**src/rtl/ie_request_capture_pkg.sv**
```systemverilog
// rtl/ie_request_capture_pkg.sv - shared constants and FSM encoding for the request capture stage
package ie_request_capture_pkg;

    // Entity indices: IE01 owns the upper halves of CH/B, IE02 the lower halves
    localparam int IE01   = 1;
    localparam int IE02   = 0;

    // Per-entity slice widths: entity e owns CH[e*CH_W +: CH_W] and B[e*B_W +: B_W]
    localparam int CH_W   = 4;
    localparam int B_W    = 2;

    typedef enum logic {
        IDLE = 1'b0,
        HELD = 1'b1
    } ie_state_t;

endpackage

```
**src/rtl/ie_debounce.sv**
```systemverilog
// rtl/ie_debounce.sv - single-bit two-flop synchronizer with counter debounce and rise pulse
module ie_debounce #(
    parameter int DEB_CYCLES = 500000
) (
    input  logic clk,
    input  logic rst,
    input  logic din,
    output logic level,
    output logic rise
);

    localparam int CW = (DEB_CYCLES > 1) ? $clog2(DEB_CYCLES) : 1;
    localparam logic [CW-1:0] CNT_MAX = CW'(DEB_CYCLES - 1);

    logic          sync1;
    logic          sync2;
    logic [CW-1:0] cnt;

    // Two-flop synchronizer for the raw button
    always_ff @(posedge clk or posedge rst) begin
        if (rst) begin
            sync1 <= 1'b0;
            sync2 <= 1'b0;
        end else begin
            sync1 <= din;
            sync2 <= sync1;
        end
    end

    // Accept a new level only after it persisted DEB_CYCLES cycles; rise is high the cycle after a 0->1 accept
    always_ff @(posedge clk or posedge rst) begin
        if (rst) begin
            level <= 1'b0;
            cnt   <= '0;
            rise  <= 1'b0;
        end else begin
            rise <= 1'b0;
            if (sync2 == level) begin
                cnt <= '0;
            end else if (cnt == CNT_MAX) begin
                level <= sync2;
                cnt   <= '0;
                rise  <= sync2;
            end else begin
                cnt <= cnt + 1'b1;
            end
        end
    end

endmodule

```
**src/rtl/ie_request_capture.sv**
```systemverilog
// rtl/ie_request_capture.sv - per-entity request latch with debounced presses; IE_REQUEST_LOCK_EN ignores presses while held
module ie_request_capture
    import ie_request_capture_pkg::*;
#(
    parameter int DEB_CYCLES  = 500000,
    parameter int HOLD_CYCLES = 250000000
) (
    input  logic       CLK,
    input  logic       RST,
    input  logic [7:0] CH_IN,
    input  logic [3:0] B_IN,
    output logic [7:0] CH_OUT,
    output logic [3:0] B_OUT,
    output logic [1:0] VALID,
    output logic [1:0] PRESS
);

    localparam int HW = (HOLD_CYCLES > 1) ? $clog2(HOLD_CYCLES) : 1;
    localparam logic [HW-1:0] HOLD_LOAD = HW'(HOLD_CYCLES - 1);

    logic [7:0] ch_sync1;
    logic [7:0] ch_sync2;
    logic [3:0] b_level;
    logic [3:0] b_rise;

    // Switches are only synchronized; they are sampled once at press time so bounce is irrelevant
    always_ff @(posedge CLK or posedge RST) begin
        if (RST) begin
            ch_sync1 <= '0;
            ch_sync2 <= '0;
        end else begin
            ch_sync1 <= CH_IN;
            ch_sync2 <= ch_sync1;
        end
    end

    for (genvar i = 0; i < 4; i++) begin : g_deb
        ie_debounce #(
            .DEB_CYCLES (DEB_CYCLES)
        ) u_deb (
            .clk   (CLK),
            .rst   (RST),
            .din   (B_IN[i]),
            .level (b_level[i]),
            .rise  (b_rise[i])
        );
    end

    for (genvar e = IE02; e <= IE01; e++) begin : g_ie
        ie_state_t         state_q;
        ie_state_t         state_n;
        logic [HW-1:0]     cnt_q;
        logic [HW-1:0]     cnt_n;
        logic [CH_W-1:0]   ch_q;
        logic [CH_W-1:0]   ch_n;
        logic [B_W-1:0]    b_q;
        logic [B_W-1:0]    b_n;
        logic              press_q;
        logic              press_n;
        logic              press_evt;
        logic              accept;

        // Both buttons rising together is one event
        assign press_evt = |b_rise[e*B_W +: B_W];

`ifdef IE_REQUEST_LOCK_EN
        assign accept = press_evt && (state_q == IDLE);
`else
        assign accept = press_evt;
`endif

        // Next-state: a press always (re)loads, otherwise count down and clear on expiry
        always_comb begin
            state_n = state_q;
            cnt_n   = cnt_q;
            ch_n    = ch_q;
            b_n     = b_q;
            press_n = 1'b0;
            if (accept) begin
                state_n = HELD;
                cnt_n   = HOLD_LOAD;
                ch_n    = ch_sync2[e*CH_W +: CH_W];
                b_n     = b_level[e*B_W +: B_W];
                press_n = 1'b1;
            end else if (state_q == HELD) begin
                if (cnt_q == '0) begin
                    state_n = IDLE;
                    ch_n    = '0;
                    b_n     = '0;
                end else begin
                    cnt_n = cnt_q - 1'b1;
                end
            end
        end

        // Request state register
        always_ff @(posedge CLK or posedge RST) begin
            if (RST) begin
                state_q <= IDLE;
                cnt_q   <= '0;
                ch_q    <= '0;
                b_q     <= '0;
                press_q <= 1'b0;
            end else begin
                state_q <= state_n;
                cnt_q   <= cnt_n;
                ch_q    <= ch_n;
                b_q     <= b_n;
                press_q <= press_n;
            end
        end

        assign CH_OUT[e*CH_W +: CH_W] = ch_q;
        assign B_OUT[e*B_W +: B_W]    = b_q;
        assign VALID[e]               = (state_q == HELD);
        assign PRESS[e]               = press_q;
    end

endmodule
```
**config.mk**
```make
export PLATFORM = sky130hd
export DESIGN_NAME = ie_request_capture
export DESIGN_NICKNAME = d
export VERILOG_FILES = /design/src/rtl/ie_request_capture_pkg.sv /design/src/rtl/ie_debounce.sv /design/src/rtl/ie_request_capture.sv
export SDC_FILE = /design/constraint.sdc
export NUM_CORES = 1
export LEC_CHECK = 0
export BUFFER_PORTS_ARGS = -buffer_cell sky130_fd_sc_hd__clkbuf_2
export CORE_AREA = 5 5 123 125
export CTS_CLUSTER_SIZE = 20
export DETAILED_ROUTE_END_ITERATION = 8
export DIE_AREA = 0 0 128 130
export GPL_TIMING_DRIVEN = 0
export PLACE_DENSITY_LB_ADDON = 0.3
export SLEW_MARGIN = 20
export SYNTH_ARGS = -nofsm -noshare
export SYNTH_HDL_FRONTEND = slang
export SYNTH_SLANG_ARGS = --single-unit
```
**constraint.sdc**
```tcl
create_clock -name CLK -period 8 [get_ports CLK]
set_clock_uncertainty 0.1 [all_clocks]
set_input_delay 1.2 -clock CLK [delete_from_list [all_inputs] [get_ports CLK]]
set_output_delay 1.2 -clock CLK [all_outputs]
set_load 0.03 [all_outputs]
```
==> results.tsv, run 1 <==
metric	value	unit
status	finished clean	
finalCoreUtilization	66.65	%
seqPwrFrac	52.1	%
dr.pass1.iters	5	
routedWlPerCell	16.35	um
layout-drive-gt1-share	11.11	%
place_ws	5036	ps
globalRouteTotalUtil	21.89	%
drcViolationCount	0	
cp_num_buf_inv	2	
fillers	1033	
crit_chain	nor4_1, nand2_1, o31ai_1, buf_2, buf_4, xor2_1, nand2_1	
cp_slowest_cell	nor4_1	
holdCritPathClass	reg -> reg	
slew_headroom	34.03	%
stdcell_count	1026	
grt_overflow	0	
setup_viol	0	
synth_top_flop_cell	dfrtp_1	
areaGrowthSynthToFinish	12.05	%
powerDensity	194.2	nW/um^2
cts_tree	yes	
synth_area	8193	um^2
finalNetCount	856	
tightest_slew	977.2	ps
synth_edf_count	0	
clock_latency	430	ps
clkSinkCount	180	
dr.first_iter.drc_count	595	
combPwrFrac	2.1	%
critPathMaxFanout	10	
vias_per_cell	5.993	
fp.dieW	128	um
synth-async-reset-ratio	100.0	%
core_area	13770	um^2
crit_path_frequent_cell	nand2_1	
yosys.area.top_type	dfrtp_1	
synthCells	785	
slowest_delay	660	ps
grt_pass1_vias	6307	
placed_cell_area	8598	um^2
final_cell_area	9180	um^2
swShare	22.41	%
start_kind	register	
yosys_warnings	0	
rsz0062_at_grt	false	
grt_pass1_wl	29.72	mm
ys_top_cells_by_area	dfrtp_1 (55%), nor2_1 (5.0%), xnor2_1 (4.3%)	
max_freq	0.3279	GHz
detail-route-antenna-nets	0	
h-tree-depth	4	
wirelength	16.77	mm
die-area	16640	um^2
diodes	0	
synth-seq-cells	180	
synth_cell_type_count	50	
maxCapViolCount	0	
clkTransAtPathRegs	70	ps
root_buffer	clkbuf_16	
post_cts_resized	0	
cts_setup_buffers	0	
p_leak	4.326	nW
rows	43	
final_max_slew_viol_count	0	
post-route-min-period	3050	ps
dpl.hpwl	11.36	mm
cts_max_path_buffers	2	
dp_cells	995	
p_switching	0.0003995	W
cts_buffers	17	
cts_hold_buf	0	
syn-num-nets	807	
final-hold-violation-count	0	
fin_setup_tns	0	ps
crit_required	8180	ps
numPortBuffers	29	
grt_max_degree	93	
critPathArrivalTime	3230	ps
syn_avg_cell_area	10.44	um^2
clockPowerShare	45.7	%
fp.dieH	130	um
period_share	38.13	%
p_int	0.001383	W
vias	6149	
synth.yosys.seq_area_share	54.98	%
final.setup.worst_slack	4950	ps
gp_congestion	0.8708	
r2r_setup_slack	4950	ps
crit_type	reg -> reg	
initial_core_util	59.48	%
io_pins	30	
synth_top_area_share	54.98	%
max-vdd-ir-drop	0.0001896	V
antenna_found_initial	0	
end_kind	register	
cp_top_family	simple AND/OR/NAND/NOR gates	
==> through the flow <==
| step | hold WS [ps] | power, W |
|---|---|---|
| after CTS | 255.6 | 0.001796 |
| after floorplan | 231.2 | 0.0009697 |
| after global routing | 260.6 | 0.001847 |
| after detailed placement | 235.5 | 0.0009859 |
| final | 252.2 | 0.001783 |
| after global placement | 233.1 | 0.0009818 |
==> cells in the final DEF, fill, tap and decap left out, types with 6 or more instances in the layout <==
cell type,instances
inv_1,12
nor4_1,18
xor2_1,40
and2_1,6
nor3b_1,7
nand3_1,50
or3_1,26
a21oi_1,18
or4_1,21
nor3_1,14
clkbuf_16,17
clkbuf_1,15
o31ai_1,26
ha_1,8
xnor2_1,40
or2_2,6
o21ai_0,16
clkbuf_2,30
and3_1,20
dfrtp_1,180
and4_1,10
nand4_1,20
a22o_1,12
nand2_1,49
nor2_1,109
==> worst paths after layout <==
path,from,to,cells after the start
worst max-delay path,g_ie[0].cnt_q[18],g_ie[0].cnt_q[2],7
worst min-delay path,ch_sync1[0],ch_sync2[0],0
worst max register to register,g_ie[0].cnt_q[18],g_ie[0].cnt_q[2],7
worst min register to register,ch_sync1[0],ch_sync2[0],0
max in group asynchronous,RST,g_ie[1].cnt_q[27],3
min in group asynchronous,RST,g_deb[0].u_deb.cnt[16],2
==> layer usage <==
metal | global-route usage [%] | up-vias | wire [um] | share of wire [%]
li1 | - | 2919 | - | -
met1 | 28.85 | 3064 | 7501 | 45
met2 | 36.97 | 142 | 8358 | 50
met3 | 4.462 | 24 | 684 | 4.1
met4 | 6.742 | 0 | 228 | 1.4
met5 | 0 | - | 0 | 0
==> layout make-up <==
cell class                      instances  area, um^2  area share, %
Buffer                                 25       125.1          1.363
Clock buffer                           20       456.7          4.975
Clock inverter                         11       118.9          1.295
Inverter                               15       63.81         0.6951
Multi-Input combinational cell        565        3513          38.27
Sequential cell                       180        4504          49.07
Tap cell                              180       225.2          2.453
Timing Repair Buffer                   30       172.7          1.881
==> worst register-to-register path, stage by stage (launching register included) <==
cell and delay, ps:
dfrtp_1 390, nor4_1 660, nand2_1 310, o31ai_1 660, buf_2 330, buf_4 220
xor2_1 160, nand2_1 70
==> cell usage after synthesis, drive strengths merged (20+ instances only) <==
library cell / instances
nand4: 20
or4: 27
nand3: 50
nor4: 20
nor2: 109
and3: 20
o31ai: 26
dfrtp: 180
xor2: 40
xnor2: 40
nand2: 49
or3: 29
==> logic make-up after synthesis <==
family	synth area share, %
AND/OR/NAND/NOR	24.85
flip-flops	54.98
AO/OA/AOI/OAI	7.392
XOR/XNOR	8.552
buffers and inverters	2.214
adder cells (fa/ha/maj)	1.222
multiplexers	0.7941
==> state kept, by name (all words and copies together) (netlist names), 4 cells and up <==
| register | cells |
|---|---|
| g_deb.u_deb.rise | 4 |
| g_deb.u_deb.sync2 | 4 |
| g_deb.u_deb.sync1 | 4 |
| g_deb.u_deb.cnt | 76 |
| g_ie.cnt_q | 56 |
| g_ie.ch_q | 8 |
| g_deb.u_deb.level | 4 |
| ch_sync1 | 8 |
| ch_sync2 | 8 |
| g_ie.b_q | 4 |
==> power by group through the flow <==
stage	clock network (W)	logic [W]	registers [W]
after floorplan	0	0.0000259	0.000944
after global placement	0	0.0000356	0.000946
after detailed placement	0	0.0000394	0.000946
after CTS	0.000828	0.0000395	0.000929
after global routing	0.000872	0.0000455	0.000930
final	0.000816	0.0000379	0.000929
Note: power is estimated with default switching activity, not from simulation.
==> run 2, diff against run 1 <==
--- a/config.mk
+++ b/config.mk
@@ -5,11 +5,12 @@
 export SDC_FILE = /design/constraint.sdc
 export NUM_CORES = 1
 export LEC_CHECK = 0
+export ABC_AREA = 1
 export BUFFER_PORTS_ARGS = -buffer_cell sky130_fd_sc_hd__clkbuf_2
-export CORE_AREA = 5 5 123 125
+export CORE_AREA = 5 5 135 137
 export CTS_CLUSTER_SIZE = 20
 export DETAILED_ROUTE_END_ITERATION = 8
-export DIE_AREA = 0 0 128 130
+export DIE_AREA = 0 0 140 142
 export GPL_TIMING_DRIVEN = 0
 export PLACE_DENSITY_LB_ADDON = 0.3
 export SLEW_MARGIN = 20
==> constraint.sdc (replaced) <==
create_clock -name CLK -period 3.16 [get_ports CLK]
set_clock_uncertainty 0.1 [all_clocks]
set_input_delay 0.474 -clock CLK [delete_from_list [all_inputs] [get_ports CLK]]
set_output_delay 0.474 -clock CLK [all_outputs]
set_load 0.03 [all_outputs]
==> results.tsv, run 2 <==
metric	value	unit
top_regs	g_deb.u_deb.cnt (76), g_ie.cnt_q (56)	
ys_top_cells_by_area	dfrtp_1 (46%), nand2_1 (15%), nor2_1 (9.2%)	
dpl.hpwl	16.66	mm
grt_max_degree	34	
powerDensity	413.9	nW/um^2
gp_congestion	0.9445	
synth-async-reset-ratio	100.0	%
fillers	1488	
final_max_slew_viol_count	0	
antenna_found_initial	0	
fp.dieW	140	um
cts_tree	yes	
place_ws	1166	ps
critPathMaxFanout	6	
period_share	64.68	%
synth_common_cells	nand2_1 (388), nor2_1 (241), dfrtp_1 (180)	
cts_setup_buffers	0	
synth_cell_type_count	33	
globalRouteTotalUtil	23.93	%
rsz0062_at_grt	false	
synth.yosys.seq_area_share	45.80	%
initial_core_util	58.07	%
h-tree-depth	4	
hold_path.startpoint	CH_IN[4]	
synth_edf_count	0	
die-area	19880	um^2
clkSinkCount	180	
synthCells	1356	
layout_common_cells	nand2_1 (388), nor2_1 (241), dfrtp_1 (180)	
largest_register_ffs	76	
crit_required	3370	ps
placed_cell_area	10400	um^2
yosys.area.top_type	dfrtp_1	
layout-drive-gt1-share	7.795	%
start_kind	register	
tightest_slew	580.4	ps
cts_max_path_buffers	2	
crit_type	reg -> reg	
status	finished clean	
fin_setup_tns	0	ps
max_freq	0.4893	GHz
grt_overflow	0	
grt_pass1_vias	8328	
multi_input_area	4578	um^2
crit-reg2reg-launch	g_ie[1].cnt_q[0]	
crit_start	g_ie[1].cnt_q[0]	
end_kind	register	
ff_latch_area	4504	um^2
routedWlPerCell	13.69	um
rows	48	
holdCritPathClass	in -> reg	
fp.dieH	142	um
synth_area	9836	um^2
vias	8830	
areaGrowthSynthToFinish	11.86	%
dr.pass1.iters	6	
diodes	0	
root_buffer	clkbuf_16	
timing.rr.end	g_ie[1].cnt_q[18]	
final-hold-violation-count	0	
clock_latency	440	ps
synth-seq-cells	180	
vias_per_cell	5.355	
largest-register	g_deb.u_deb.cnt	
endpoint	g_ie[1].cnt_q[18]	
drcViolationCount	0	
max-vdd-ir-drop	0.0004213	V
slew_headroom	61.30	%
wirelength	22.58	mm
yosys_warnings	0	
synth_top_area_share	45.80	%
final_cell_area	11000	um^2
io_pins	30	
detail-route-antenna-nets	0	
yosysMostFrequentCell	nand2_1	
final_common_cell	nand2_1	
r2r_setup_slack	1120	ps
synth_top_flop_cell	dfrtp_1	
clkTransAtPathRegs	70	ps
finalNetCount	1433	
maxCapViolCount	0	
rr_worst_depth	9	
critPathArrivalTime	2260	ps
core_area	16940	um^2
finalCoreUtilization	64.96	%
grt_pass1_wl	39.43	mm
p_leak	5.453	nW
final.setup.worst_slack	1116	ps
cts_buffers	17	
syn_avg_cell_area	7.253	um^2
syn-num-nets	1378	
setup_viol	0	
numPortBuffers	29	
post-route-min-period	2044	ps
dr.first_iter.drc_count	725	
## run 2: power breakdown
part	internal [W]	total [W]	switching (W)
Combinational	0.0000374	0.000120	0.0000822
Sequential	0.00233	0.00235	0.0000183
Clock	0.00106	0.00209	0.00102
Total	0.00343	0.00455	0.00112
## run 2: cell type report
| type | count | area share, % |
|---|---|---|
| multi-input cells | 993 | 41.61 |
| flip-flops and latches | 180 | 40.94 |
| inverters | 164 | 5.629 |
| clock buffers | 18 | 3.901 |
| repair buffers | 36 | 2.638 |
| well taps | 225 | 2.559 |
| clock inverters | 14 | 1.467 |
| plain buffers | 19 | 1.251 |
## run 2: worst max-delay path, stage by stage (launching register included)
cell and delay, ps:
dfrtp_1 390, inv_1 140, ha_1 250, nand2_1 130, nor2_1 370, nand3_1 120, nor2_1 210, nand2_1 80
nand2_1 60, nand3_1 60
## run 2: how the worst min path moves through the flow
stage | to | slack (ps) | depth (start not counted)
5_1_grt | g_deb[0].u_deb.sync1 | 20 | 1
3_3_place_gp | g_deb[1].u_deb.sync2 | 230 | 0
3_5_place_dp | g_deb[2].u_deb.sync2 | 240 | 0
2_1_floorplan | ch_sync2[0] | 230 | 0
6_report | ch_sync1[4] | 30 | 1
4_1_cts | g_deb[0].u_deb.sync1 | 20 | 1
## run 2: layer usage
| layer | GRT usage (%) | vias to the layer above | part of all wire [%] |
|---|---|---|---|
| met5 | 0 | - | 0 |
| met4 | 7.343 | 0 | 1.8 |
| met3 | 4.536 | 43 | 5.0 |
| met2 | 38.39 | 244 | 47 |
| li1 | - | 4447 | - |
| met1 | 33.43 | 4096 | 46 |
## run 2: stage by stage
stage,std cells,hold slack [ps],total power (W)
final,1649,32.49,0.004553
after global routing,1649,16.22,0.004736
after CTS,1649,24.12,0.004590
after detailed placement,1616,237.2,0.002515
after global placement,1610,231.1,0.002492
after floorplan,1356,231.2,0.002456
## run 2: repair_timing
item / CTS / global route
hold endpoints to repair: 23 / 0
gates resized for setup: 0 / 0
hold buffers: 1 / 0
## run 2: kinds of logic after synthesis
| logic type | synth area share, % |
|---|---|
| AND/OR/NAND/NOR | 39.36 |
| buffers and inverters | 7.658 |
| flip-flops | 45.80 |
| AO/OA/AOI/OAI | 3.320 |
| XOR/XNOR | 2.850 |
| adder cells (fa/ha/maj) | 1.018 |
==> run 3, diff against run 2 <==
--- a/config.mk
+++ b/config.mk
@@ -7,10 +7,10 @@
 export LEC_CHECK = 0
 export ABC_AREA = 1
 export BUFFER_PORTS_ARGS = -buffer_cell sky130_fd_sc_hd__clkbuf_2
-export CORE_AREA = 5 5 135 137
+export CORE_AREA = 5 5 138 140
 export CTS_CLUSTER_SIZE = 20
 export DETAILED_ROUTE_END_ITERATION = 8
-export DIE_AREA = 0 0 140 142
+export DIE_AREA = 0 0 143 145
 export GPL_TIMING_DRIVEN = 0
 export PLACE_DENSITY_LB_ADDON = 0.3
 export SLEW_MARGIN = 20
==> constraint.sdc (replaced) <==
create_clock -name CLK -period 1.8 [get_ports CLK]
set_clock_uncertainty 0.1 [all_clocks]
set_input_delay 0.27 -clock CLK [delete_from_list [all_inputs] [get_ports CLK]]
set_output_delay 0.27 -clock CLK [all_outputs]
set_load 0.03 [all_outputs]
==> results.tsv, run 3 (synthesis gave the netlist of run 2 again) <==
metric	value	unit
status	complete, but fails checks	
violations	setup timing	
clkTransAtPathRegs	80	ps
crit_type	reg -> reg	
core_area	17720	um^2
cts_max_path_buffers	2	
placed_cell_area	10370	um^2
cts_buffers	17	
diodes	0	
cts_tree	yes	
grt_max_degree	35	
crit_chain	nor2_2, nand2_2, inv_1, nand3_2, o21ai_4, nand2_4, buf_8, o21ai_2, nand2_1	
layout-drive-gt1-share	17.07	%
fp.dieH	145	um
drcViolationCount	0	
ff_latch_area	4512	um^2
final_cell_area	11890	um^2
multi_input_area	4891	um^2
grt_overflow	0	
antenna_found_initial	0	
max-vdd-ir-drop	0.0006292	V
io_pins	30	
total_power	0.008103	W
numPortBuffers	29	
layout_common_cells	nand2_1 (353), nor2_1 (199), dfrtp_1 (174)	
r2r_setup_slack	-60	ps
end_kind	register	
maxCapViolCount	0	
h-tree-depth	4	
largest_register_ffs	76	
finalNetCount	1491	
slew_headroom	53.82	%
rr_worst_depth	9	
vias	9328	
rows	49	
hold_depth	0	
critPathMaxFanout	6	
routedWlPerCell	14.51	um
period_share	103.3	%
grt_pass1_wl	40.72	mm
critPathArrivalTime	2070	ps
grt_pass1_vias	8678	
dr.first_iter.drc_count	698	
die-area	20740	um^2
initial_core_util	55.51	%
final-hold-violation-count	0	
hold_path.startpoint	ch_sync1[6]	
top_regs	g_deb.u_deb.cnt (76), g_ie.cnt_q (56)	
vias_per_cell	5.452	
holdCritPathClass	reg -> reg	
fp.dieW	143	um
root_buffer	clkbuf_16	
tightest_slew	688.9	ps
areaGrowthSynthToFinish	20.91	%
globalRouteTotalUtil	23.79	%
crit_start	g_ie[1].cnt_q[4]	
detail-route-antenna-nets	0	
place_ws	-208.1	ps
crit-reg2reg-launch	g_ie[1].cnt_q[4]	
clock_latency	440	ps
start_kind	register	
gp_congestion	0.9274	
fillers	1438	
final.setup.worst_slack	-59.71	ps
final_max_slew_viol_count	0	
powerDensity	681.3	nW/um^2
setup_viol	35	
wirelength	24.82	mm
holdPathEnd	ch_sync2[6]	
timing.rr.end	g_ie[1].cnt_q[9]	
stdcell_count	1711	
dr.pass1.iters	8	
p_leak	5.819	nW
max_freq	0.5377	GHz
rsz0062_at_grt	true	
cp_slowest_cell	dfrtp_1	
largest-register	g_deb.u_deb.cnt	
finalCoreUtilization	67.12	%
dp_cells	1619	
slowest_delay	420	ps
clkSinkCount	180	
final_common_cell	nand2_1	
post-route-min-period	1860	ps
crit_required	2010	ps
dpl.hpwl	16.78	mm
run 3: cell types whose count changed in the layout (fill, tap and decap cells not counted), moves of 6 or more:
cell / change
nor2_1: -42
buf_4: +39
nand2_1: -35
nor2_2: +32
nand2_2: +26
dlygate4sd3_1: +12
nor2_4: +10
nand2_4: +9
dfrtp_1: -6
dfrtp_2: +6
run 3: power by group:
group          internal, W  switching, W  leakage, nW
combinational    0.0000788      0.000151         3.09
sequential         0.00409     0.0000311         2.44
clock              0.00189       0.00187        0.289
total              0.00605       0.00205         5.82
run 3: repair_timing:
| action | CTS | global route |
|---|---|---|
| pin swaps | 11 | 27 |
| gates cloned | 0 | 4 |
| hold buffers | 13 | 0 |
| endpoints found under the setup margin | 56 | 130 |
| resized for setup | 29 | 101 |
| endpoints found under the hold margin | 43 | 0 |
| setup buffers | 23 | 20 |
run 3: routing by layer:
layer,global-route usage (%),vias up,routed length (um)
met1,33.52,4444,11050
li1,-,4577,-
met3,3.916,44,1180
met5,0,-,0
met2,37.90,263,12130
met4,7.224,0,453
run 3: worst max-delay path: cells and delay by family, from the launching register on:
family                 cells  cell delay, ps
AO/OA/AOI/OAI              2             270
buffers and inverters      2             280
flip-flops                 1             420
AND/OR/NAND/NOR            5             670
run 3: stage by stage:
stage	hold slack (ps)	setup TNS [ps]
after floorplan	201.4	-158150
after global placement	232.8	-354340
after detailed placement	234.7	-3238
after CTS	251.4	-5.372
after global routing	253.8	-6048
final	251.1	-957.1
run 3: worst max path at each step:
stage	endpoint	slack, ps	cells after the start
final	g_ie[1].cnt_q[9]	-60	9
after CTS	g_ie[1].cnt_q[21]	-5	11
after global placement	g_ie[0].cnt_q[21]	-1970	2
after detailed placement	g_ie[0].cnt_q[25]	-210	8
after floorplan	ch_sync1[0]	-880	1
after global routing	g_ie[1].cnt_q[10]	-180	10
run 3: area by class of cell:
type	count	share of cell area [%]
clock inverter	15	1.547
clock buffer	17	3.577
sequential	180	37.94
timing repair inverter	1	0.04208
multi-input combinational	993	41.13
inverter	164	5.229
tap	229	2.409
buffer	19	1.399
timing repair buffer	93	6.733
